$ cat config.mk
export PLATFORM = sky130hd
export DESIGN_NAME = ts_packet_generator
export DESIGN_NICKNAME = d
export VERILOG_FILES = /design/src/rtl/ts_packet_generator.sv
export SDC_FILE = /design/constraint.sdc
export NUM_CORES = 1
export LEC_CHECK = 0
export ABC_AREA = 1
export BUFFER_PORTS_ARGS = -buffer_cell sky130_fd_sc_hd__buf_2
export CORE_MARGIN = 3
export CORE_UTILIZATION = 55
export DETAILED_ROUTE_END_ITERATION = 8
export PLACE_DENSITY = 0.75
export RECOVER_POWER = 25
export SYNTH_ARGS = -nofsm -noshare
export SYNTH_HDL_FRONTEND = slang
export SYNTH_SLANG_ARGS = --single-unit
export TNS_END_PERCENT = 5
$ cat constraint.sdc
create_clock -name clk -period 2.05 [get_ports clk]
set_input_delay 0.41 -clock clk [delete_from_list [all_inputs] [get_ports clk]]
set_output_delay 0.41 -clock clk [all_outputs]
set_load 0.02 [all_outputs]
$ cat src/rtl/ts_packet_generator.sv
// ts_packet_generator: MPEG-2 TS packet source with valid/ready byte output.
// Each packet is 188 bytes by default: a 4-byte header carrying the PID and a
// 4-bit continuity counter (cc), followed by a counting payload.
// Optional feature macro: TS_CC_DROP_EN. When it is defined, drop_req makes
// the next packet completion skip one cc value. When it is undefined, drop_req
// is ignored.
module ts_packet_generator #(
    parameter int PACKET_LEN = 188,
    parameter int GAP_CYCLES = 4
) (
    input  logic        clk,
    input  logic        reset,
    input  logic        enable,
    input  logic [12:0] pid,
    input  logic        drop_req,
    input  logic        ready,
    output logic [7:0]  ts_data,
    output logic        valid,
    output logic        sync,
    output logic [3:0]  cc,
    output logic [31:0] packet_count
);

    localparam int IW = $clog2(PACKET_LEN);
    localparam int GW = (GAP_CYCLES > 1) ? $clog2(GAP_CYCLES) : 1;
    localparam logic [IW-1:0] LAST_IDX = IW'(PACKET_LEN - 1);
    localparam logic [GW-1:0] GAP_LAST = (GAP_CYCLES > 0) ? GW'(GAP_CYCLES - 1) : '0;

    typedef enum logic [1:0] {
        IDLE = 2'd0,
        SEND = 2'd1,
        GAP  = 2'd2
    } state_t;

    state_t        state_reg, state_next;
    logic [IW-1:0] index_reg, index_next;
    logic [GW-1:0] gap_cnt_reg, gap_cnt_next;
    logic [12:0]   pid_reg, pid_next;
    logic [3:0]    cc_reg, cc_next;
    logic [31:0]   count_reg, count_next;
    logic [3:0]    cc_step;
    logic          last_xfer;

    // The final byte of the packet is accepted downstream this cycle.
    assign last_xfer = (state_reg == SEND) && ready && (index_reg == LAST_IDX);

`ifdef TS_CC_DROP_EN
    logic drop_pending_reg, drop_pending_next;
    logic drop_active;

    // A pulse that arrives together with the final byte counts for this packet.
    assign drop_active = drop_pending_reg | drop_req;
    assign cc_step     = drop_active ? 4'd2 : 4'd1;

    // Sticky drop request: any number of pulses collapse to one skip.
    always_comb begin
        drop_pending_next = drop_active;
        if (last_xfer) begin
            drop_pending_next = 1'b0;
        end
    end

    // Drop flag register.
    always_ff @(posedge clk) begin
        if (reset) begin
            drop_pending_reg <= 1'b0;
        end else begin
            drop_pending_reg <= drop_pending_next;
        end
    end
`else
    logic unused_drop_req;
    assign unused_drop_req = drop_req;
    assign cc_step         = 4'd1;
`endif

    // Next-state logic: the byte index, gap timer, PID latch, cc and packet count.
    always_comb begin
        state_next   = state_reg;
        index_next   = index_reg;
        gap_cnt_next = gap_cnt_reg;
        pid_next     = pid_reg;
        cc_next      = cc_reg;
        count_next   = count_reg;
        case (state_reg)
            IDLE: begin
                if (enable) begin
                    state_next = SEND;
                    pid_next   = pid;
                    index_next = '0;
                end
            end
            SEND: begin
                if (ready) begin
                    if (index_reg == LAST_IDX) begin
                        index_next = '0;
                        count_next = count_reg + 32'd1;
                        cc_next    = cc_reg + cc_step;
                        if (GAP_CYCLES > 0) begin
                            state_next   = GAP;
                            gap_cnt_next = '0;
                        end else if (enable) begin
                            // The next packet follows back-to-back with a fresh PID.
                            pid_next = pid;
                        end else begin
                            state_next = IDLE;
                        end
                    end else begin
                        index_next = index_reg + IW'(1);
                    end
                end
            end
            GAP: begin
                if (gap_cnt_reg == GAP_LAST) begin
                    if (enable) begin
                        state_next = SEND;
                        pid_next   = pid;
                        index_next = '0;
                    end else begin
                        state_next = IDLE;
                    end
                end else begin
                    gap_cnt_next = gap_cnt_reg + GW'(1);
                end
            end
            default: begin
                state_next = IDLE;
            end
        endcase
    end

    // State register. Reset aborts any packet in flight without counting it.
    always_ff @(posedge clk) begin
        if (reset) begin
            state_reg   <= IDLE;
            index_reg   <= '0;
            gap_cnt_reg <= '0;
            pid_reg     <= '0;
            cc_reg      <= '0;
            count_reg   <= '0;
        end else begin
            state_reg   <= state_next;
            index_reg   <= index_next;
            gap_cnt_reg <= gap_cnt_next;
            pid_reg     <= pid_next;
            cc_reg      <= cc_next;
            count_reg   <= count_next;
        end
    end

    logic [IW-1:0] payload_idx;
    assign payload_idx = index_reg - IW'(4);

    // The byte mux is driven from registers only, so the outputs hold while
    // ready is low.
    always_comb begin
        ts_data = 8'h00;
        valid   = 1'b0;
        sync    = 1'b0;
        if (state_reg == SEND) begin
            valid = 1'b1;
            case (index_reg)
                IW'(0): begin
                    ts_data = 8'h47;
                    sync    = 1'b1;
                end
                IW'(1):  ts_data = {3'b000, pid_reg[12:8]};
                IW'(2):  ts_data = pid_reg[7:0];
                IW'(3):  ts_data = {2'b00, 2'b01, cc_reg};
                default: ts_data = 8'(payload_idx);
            endcase
        end
    end

    assign cc           = cc_reg;
    assign packet_count = count_reg;

endmodule

==> results of run 1 <==
[per-layer routing]
| layer | up-vias | wire (um) |
|---|---|---|
| met2 | 98 | 4560 |
| met1 | 1669 | 3760 |
| met4 | 0 | 154 |
| met5 | - | 0 |
| met3 | 18 | 453 |
| li1 | 1901 | - |
[timing repair]
| action | in CTS | in global routing |
|---|---|---|
| gates cloned | 1 | 0 |
| buffers inserted | 6 | 2 |
| endpoints found under the setup margin | 9 | 11 |
| pin swaps | 14 | 9 |
| hold buffers | 0 | 0 |
| resized for setup | 49 | 10 |
[how the worst max path moves through the flow]
stage                            end  slack [ns]    startpoint  cells after the start
final                     ts_data[3]       -0.13  index_reg[3]                     11
after global routing      ts_data[5]       -0.21  index_reg[0]                      8
after CTS                 ts_data[0]       -0.13  index_reg[4]                      9
after detailed placement  ts_data[0]        0.06  index_reg[3]                     10
after global placement    ts_data[0]        0.04  index_reg[3]                     10
after floorplan           ts_data[0]        0.03  index_reg[2]                     10
[power groups by stage]
stage                     Sequential [mW]  Combinational, mW  Clock, mW
after detailed placement             1.26              0.271          0
after global routing                 1.23              0.360       1.05
after global placement               1.26              0.266          0
after floorplan                      1.25              0.187          0
after CTS                            1.23              0.301      0.989
final                                1.23              0.322      0.963
[layout make-up]
| class | count | area (um2) | area share |
|---|---|---|---|
| clock buffer | 9 | 124 | 0.0285 |
| clock inverter | 7 | 52.6 | 0.0121 |
| inverter | 61 | 234 | 0.0539 |
| multi-input combinational | 407 | 2050 | 0.472 |
| sequential | 61 | 1230 | 0.284 |
| tap | 75 | 93.8 | 0.0216 |
| timing repair buffer | 89 | 556 | 0.128 |
[cell families (layout without fill, tap and decap cells)]
logic type | Yosys count | in the layout | share of synthesized area
xor gates and xnor gates | 13 | 13 | 0.0327
adders and majority gates | 11 | 11 | 0.0396
AOI/OAI and AO/OA | 58 | 58 | 0.0856
and+or+nand+nor | 325 | 325 | 0.401
buffers and inverters | 76 | 166 | 0.0903
DFF | 61 | 61 | 0.351
[cell usage in the layout (no fill, tap or decap), types with 5 or more instances in the layout]
cell and instances:
nand3_1 45, nor2_2 5, nor2_4 6, nand4_1 12, buf_4 28, inv_1 53
clkbuf_8 9, buf_2 30, xor2_1 8, xnor2_1 5, nand2_2 8, nor2_1 117
a21oi_1 23, o21ai_0 26, dfxtp_1 55, inv_2 6, clkbuf_1 24, nand2_1 115
ha_1 6, nor3_1 10
[worst register-to-register path: cells and delay by family, from the launching register on]
kind | cells | cell delay (ns)
buf+inv | 3 | 0.40
flops | 1 | 0.33
simple gates | 7 | 0.84
fa+ha+maj | 1 | 0.14
[per-stage QoR]
step                      hold slack, ns  setup WS, ns
after floorplan                    0.443        0.0348
after global placement             0.451        0.0450
after detailed placement           0.464        0.0622
after CTS                          0.293        -0.125
after global routing               0.310        -0.214
final                              0.308        -0.130
==> results.md, run 1 <==
* Synthesized area at about 3500 um2
* Die H at approximately 86 um
* Routability cong. at a little under 0.9
* Critical hold path startpoint: pid[0]
* Initial antenna violation count at 0
* RSZ-0062 raised after global routing: yes
* Critical-path maximum fanout at 7
* Fin. max-slew vios at 0
* Most numerous cell in the Yosys netlist: nor2_1
* PwrDens at approximately 580 nW/um2
* Fin Clk Skew at 0.00682 ns
* Sequential area share after synthesis at 0.351
* Req. time, crit path at around 1.6 ns
* RR Endpoint: packet_count[21]
* CP Data Arrival Time at 1.77 ns
* FFs w/ async S/R, synth at 0
* Reg2reg setup slack at 0.24 ns
* Outcome: complete, but fails checks
* Final Cell Area at ~4300 um2
* Die Wd at roughly 86 um
* Failing checks: setup timing
* GR Overflow Total at 0
* Final Power at between 2 and 3 mW
* Share of the synthesized area in the top cell type at 0.351
* Fin crit period at ~2.2 ns
* Met3 Usage GRT at 0.0528
* Sw frac at 0.295
* Gr usage total at 0.257
* First-pass GRT wire length at roughly 15 mm
* CP top delay family: simple AND/OR/NAND/NOR gates
* Critical path buffers and inverters at 4
* Die ar. at 7310 um2
* Average cell area after synthesis at between 6 and 7 um2
* Count of final hold-check violations at 0
* Layout overhead on the synthesized area at 24.9%
* Detailed-route via count at 3686
* Power share of the sequential group at 0.489
* Startpoint Class: register
* Placed Cells at approximately 680
* CP Class: reg -> out
* Clk sinks at 61
* CTS tree: yes
* CTS max path bufs at 2
* Hold EP: pid_reg[0]
* Logic gate share of total power at 0.128
* Final TNS setup at -0.728 ns
* Worst Reg2Reg Path Length in Cells at 11
* Number of flip-flops in the largest register at 32
* Synth Instances at around 540
* Hold depth at 3
* Global routing's busiest layer: met2
* Initial DRC Count at about 230
* Initial Util at 0.577
* Maximum VDD drop at ~0.40 mV
* Antenna Cells at 0
* FMAX at approximately 460 MHz
* # fillers at roughly 550
* Nets at ~660
* Via density at between 5 and 6
* TritonRoute pass-1 iters at 4
* Root buf cell: clkbuf_8
* Share of layout cells above drive strength 1 at 0.203
* Yosys Warn Count at 0
* Slew @ Worst Pin at around 0.42 ns
* Slowest CP cell: dfxtp_2
* Post-DP HPWL at about 6.4 mm
* Synth area leader: dfxtp_1
* Most common flop cell mapped by yosys: dfxtp_1
* Clk_lat worst skew at between 0.3 and 0.4 ns
* Int Pwr at 1.77 mW
* Max Cap Viol at 0
* Core box area at ~6000 um2
* Drt drc at 0
* Hold Path Class: in -> reg
* Clk network pwr share at 0.383
* Crit end category: output port
* Commonest cells post-synth: nor2_1 (122), nand2_1 (120), dfxtp_1 (61), inv_1 (59), nand3_1 (46)
* Worst relative slew slack at 0.717
* Clock transition at path regs at around 0.08 ns
* Layout Utilization at 0.721
* Top cells by area, synth: dfxtp_1 (35%), nor2_1 (13%), nand2_1 (13%), nand3_1 (6.6%), inv_1 (6.4%)
* Post-synthesis net count at 573
* Std cell rows at 28
* Met2 GRT Util at 0.467
* Leakage at between 1.5 and 2 nW
* Period utilization at 1.06
* Synth unique cells at 28
* Largest net degree at the start of global routing at 33
* Number of global-route vias before repair at between 3000 and 4000
* Max incr delay on CP at about 0.33 ns
* NetSw at about 740 uW
* Critical path, cell by cell: inv_2, ha_4, inv_2, nor2_4, o21ai_2, nand2_2, inv_4, nand2_1, nand2_1, nor2_1, buf_4
* Finished Layout Cells at 709
* TritonCTS Buffers at 9
* IO Count at 64
* Setup ws final at -0.130 ns
* DP Area at just under 4000 um2
* Register bit total from synthesis at between 60 and 70
* Routed WL at approximately 8.9 mm
* Post-DRT Antenna Nets at 0
* Worst R2R Start: index_reg[2]
* H-tree depth at 3
* GRT met1 Usage at 0.295
* Final setup viols at 8
* WL/cell at approximately 13 um
* Port bufs at between 60 and 70
* Number of synthesized flops with an enable pin at 0
Note: power is estimated with default switching activity, not from simulation.
==> run 2: changes to the inputs <==
--- a/config.mk
+++ b/config.mk
@@ -8,9 +8,9 @@
 export ABC_AREA = 1
 export BUFFER_PORTS_ARGS = -buffer_cell sky130_fd_sc_hd__buf_2
 export CORE_MARGIN = 3
-export CORE_UTILIZATION = 55
+export CORE_UTILIZATION = 50
 export DETAILED_ROUTE_END_ITERATION = 8
-export PLACE_DENSITY = 0.75
+export PLACE_DENSITY = 0.72
 export RECOVER_POWER = 25
 export SYNTH_ARGS = -nofsm -noshare
 export SYNTH_HDL_FRONTEND = slang
==> constraint.sdc (replaced) <==
create_clock -name clk -period 1.9 [get_ports clk]
set_input_delay 0.38 -clock clk [delete_from_list [all_inputs] [get_ports clk]]
set_output_delay 0.38 -clock clk [all_outputs]
set_load 0.02 [all_outputs]
==> run 2 against run 1 <==
  * The flow still finishes with violations (setup timing)
  * Non-clock buffer count is 7 higher
  * Sequential power is 8% higher
  * Wire length increased by 3.9%
  * Count of clock-buffer cells in the layout did not move
  * Cell count is 1.3% higher
  * Global-route usage shrank 1.6 points
  * Power up 7.4%
  * Setup slack worse by 0.25 ns
  * Utilization down 4.6 points
==> results.md, run 2 (same netlist as run 1, synthesis figures left out) <==
* Outcome: complete, but fails checks
* Failing checks: setup timing
* Critical hold path startpoint: pid[10]
* Drt drc at 0 (unchanged)
* Worst Reg2Reg Path Length in Cells at 12 (+1)
* CTS tree: yes
* Post-DRT Antenna Nets at 0 (unchanged)
* Detailed-route via count at 3743 (+1.5%)
* Max incr delay on CP at 0.34 ns (about the same)
* Clock transition at path regs at 0.08 ns (about the same)
* Routed WL at 9.28 mm (+3.9%)
* Startpoint Class: register
* Leakage at 1.89 nW (+3.2%)
* Worst relative slew slack at 0.716 (-0.000886)
* CTS max path bufs at 2 (unchanged)
* RR Endpoint: packet_count[23]
* PwrDens at 613 nW/um2 (+5.8%)
* Crit path launch: index_reg[2]
* Die H at 89.4 um (+4.5%)
* Clk sinks at 61 (unchanged)
* Req. time, crit path at 1.52 ns (-0.12 ns)
* Final setup viols at 9 (+1)
* Number of global-route vias before repair at 3496 (+2.4%)
* Sw frac at 0.292 (-0.00286)
* H-tree depth at 3 (unchanged)
* Clk network pwr share at 0.371 (-0.012)
* Slew @ Worst Pin at 0.426 ns (+0.00410 ns)
* Layout overhead on the synthesized area at 26.8%
* Critical-path maximum fanout at 4 (-3)
* # fillers at 605 (+11%)
* Logic gate share of total power at 0.137 (+0.009)
* Slowest CP cell: dfxtp_2
* IO Count at 64 (unchanged)
* Power share of the sequential group at 0.492 (+0.003)
* Final Power at 2.70 mW (+7.4%)
* Critical path, cell by cell: inv_2, buf_4, buf_4, ha_2, xor2_1, o21ai_0, nor2_1, buf_4
* TritonCTS Buffers at 9 (unchanged)
* Initial Util at 0.532 (-0.0447)
* DP Area at 4010 um2 (+1.2%)
* Antenna Cells at 0 (unchanged)
* Std cell rows at 29 (+3.6%)
* Largest net degree at the start of global routing at 29 (-12%)
* Via density at 5.21 (+0.27%)
* Initial antenna violation count at 0 (unchanged)
* Worst R2R Start: index_reg[2]
* WL/cell at 12.9 um (+2.6%)
* Hold depth at 3 (unchanged)
* Final Cell Area at 4410 um2 (+1.5%)
* Setup ws final at -0.379 ns (-0.248 ns)
* Commonest non-fill, non-tap cell in the layout: nor2_1
* Most used cell, CP: buf_4
* Fin crit period at between 2 and 2.5 ns
* FMAX at about 440 MHz
* TritonRoute pass-1 iters at 4 (unchanged)
* Max Cap Viol at 0 (unchanged)
* CP Data Arrival Time at 1.90 ns (+0.13 ns)
* Layout Utilization at 0.675 (-0.0456)
* Fin. max-slew vios at 0 (unchanged)
* Core box area at 6530 um2 (+8.4%)
* NetSw at 788 uW (+6.4%)
* Maximum VDD drop at 0.347 mV (-14%)
* Die Wd at 89.4 um (+4.5%)
* Dpl ws at -0.0634 ns (-0.126 ns)
* CP Class: reg -> out
* Crit end category: output port
* Routability cong. at 0.901 (+1.4%)
* Most frequent cells in the layout: nor2_1 (117), nand2_1 (115), dfxtp_1 (55)
* Clk_lat worst skew at 0.34 ns (about the same)
* GR Overflow Total at 0 (unchanged)
* Hold Slack at 0.293 ns (-0.0150 ns)
* Post-DP HPWL at 6.82 mm (+6.8%)
* Hold Path Class: in -> reg
* Int Pwr at 1.91 mW (+7.9%)
* Number of flip-flops in the largest register at 32 (unchanged)
* Hold EP: pid_reg[10]
* Fin Clk Skew at 0.0145 ns (+0.00769 ns)
* Root buf cell: clkbuf_8
* Post-CTS Hold Fix Bufs at 0 (unchanged)
* Nets at 665 (+1.1%)
* Initial DRC Count at 202 (-14%)
* Gr usage total at 0.241 (-0.0159)
* Reg2reg setup slack at 0.10 ns (-0.14 ns)
* Port bufs at 62 (unchanged)
* Share of layout cells above drive strength 1 at 0.225 (+0.0212)
* Count of final hold-check violations at 0 (unchanged)
* First-pass GRT wire length at 15.2 mm (-0.36%)
* Die ar. at 7990 um2 (+9.3%)
* Period utilization at 1.20
* RSZ-0062 raised after global routing: yes
[run 2: cell count changes in the layout (fill, tap and decap cells not counted), moves of 3 or more]
cell and change:
buf_6 +5, buf_4 +6, clkbuf_1 -3, buf_12 -3, nand3_2 +5, clkinv_2 +3, nand3_1 -5
[run 2: layout make-up]
class                   instances  area (um2)  share of cell area
inverters                      61         236              0.0536
repair buffers                 96         596               0.135
clock buffers                   9         124              0.0281
multi-input cells             407        2080               0.473
clock inverters                 7        42.5             0.00965
well taps                      77        96.3              0.0218
flip-flops and latches         61        1230               0.279
[run 2: repair_timing]
action	in CTS	in global routing
pin swaps	13	15
setup buffers	4	3
endpoints found under the setup margin	9	28
gates resized for setup	44	26
[run 2: routing by layer]
metal,GRT usage,vias to the layer above,share of wire
li1,-,1916,-
met1,0.276,1705,0.42
met2,0.438,107,0.50
met3,0.0488,15,0.056
met4,0.0893,0,0.019
met5,0,-,0
[run 2: power groups by stage]
stage / clock [mW] / sequential, mW / combinational, mW
after detailed placement: 0 / 1.36 / 0.312
after global routing: 1.07 / 1.33 / 0.407
after CTS: 1.03 / 1.33 / 0.341
after floorplan: 0 / 1.35 / 0.203
final: 1.00 / 1.33 / 0.370
after global placement: 0 / 1.36 / 0.304
[run 2: how the worst max path moves through the flow]
stage / to / slack, ns / cells past startpoint
2_1_floorplan: ts_data[1] / -0.06 / 10
3_3_place_gp: ts_data[0] / -0.02 / 10
3_5_place_dp: ts_data[0] / -0.06 / 10
4_1_cts: ts_data[3] / -0.25 / 12
5_1_grt: ts_data[4] / -0.41 / 8
6_report: ts_data[4] / -0.38 / 8
[run 2: worst max-delay path: cells and delay by family (launching register included)]
kind,cells,cell delay [ns]
simple gates,1,0.10
xor+xnor,1,0.14
buf+inv,4,0.48
fa+ha+maj,1,0.19
flops,1,0.34
compound gates,1,0.29
[run 2: metrics by stage]
stage,instances,TNS (ns)
after floorplan,544,-0.166
after global placement,695,-0.0267
after detailed placement,695,-0.252
after CTS,715,-1.86
after global routing,718,-3.39
final,718,-2.23
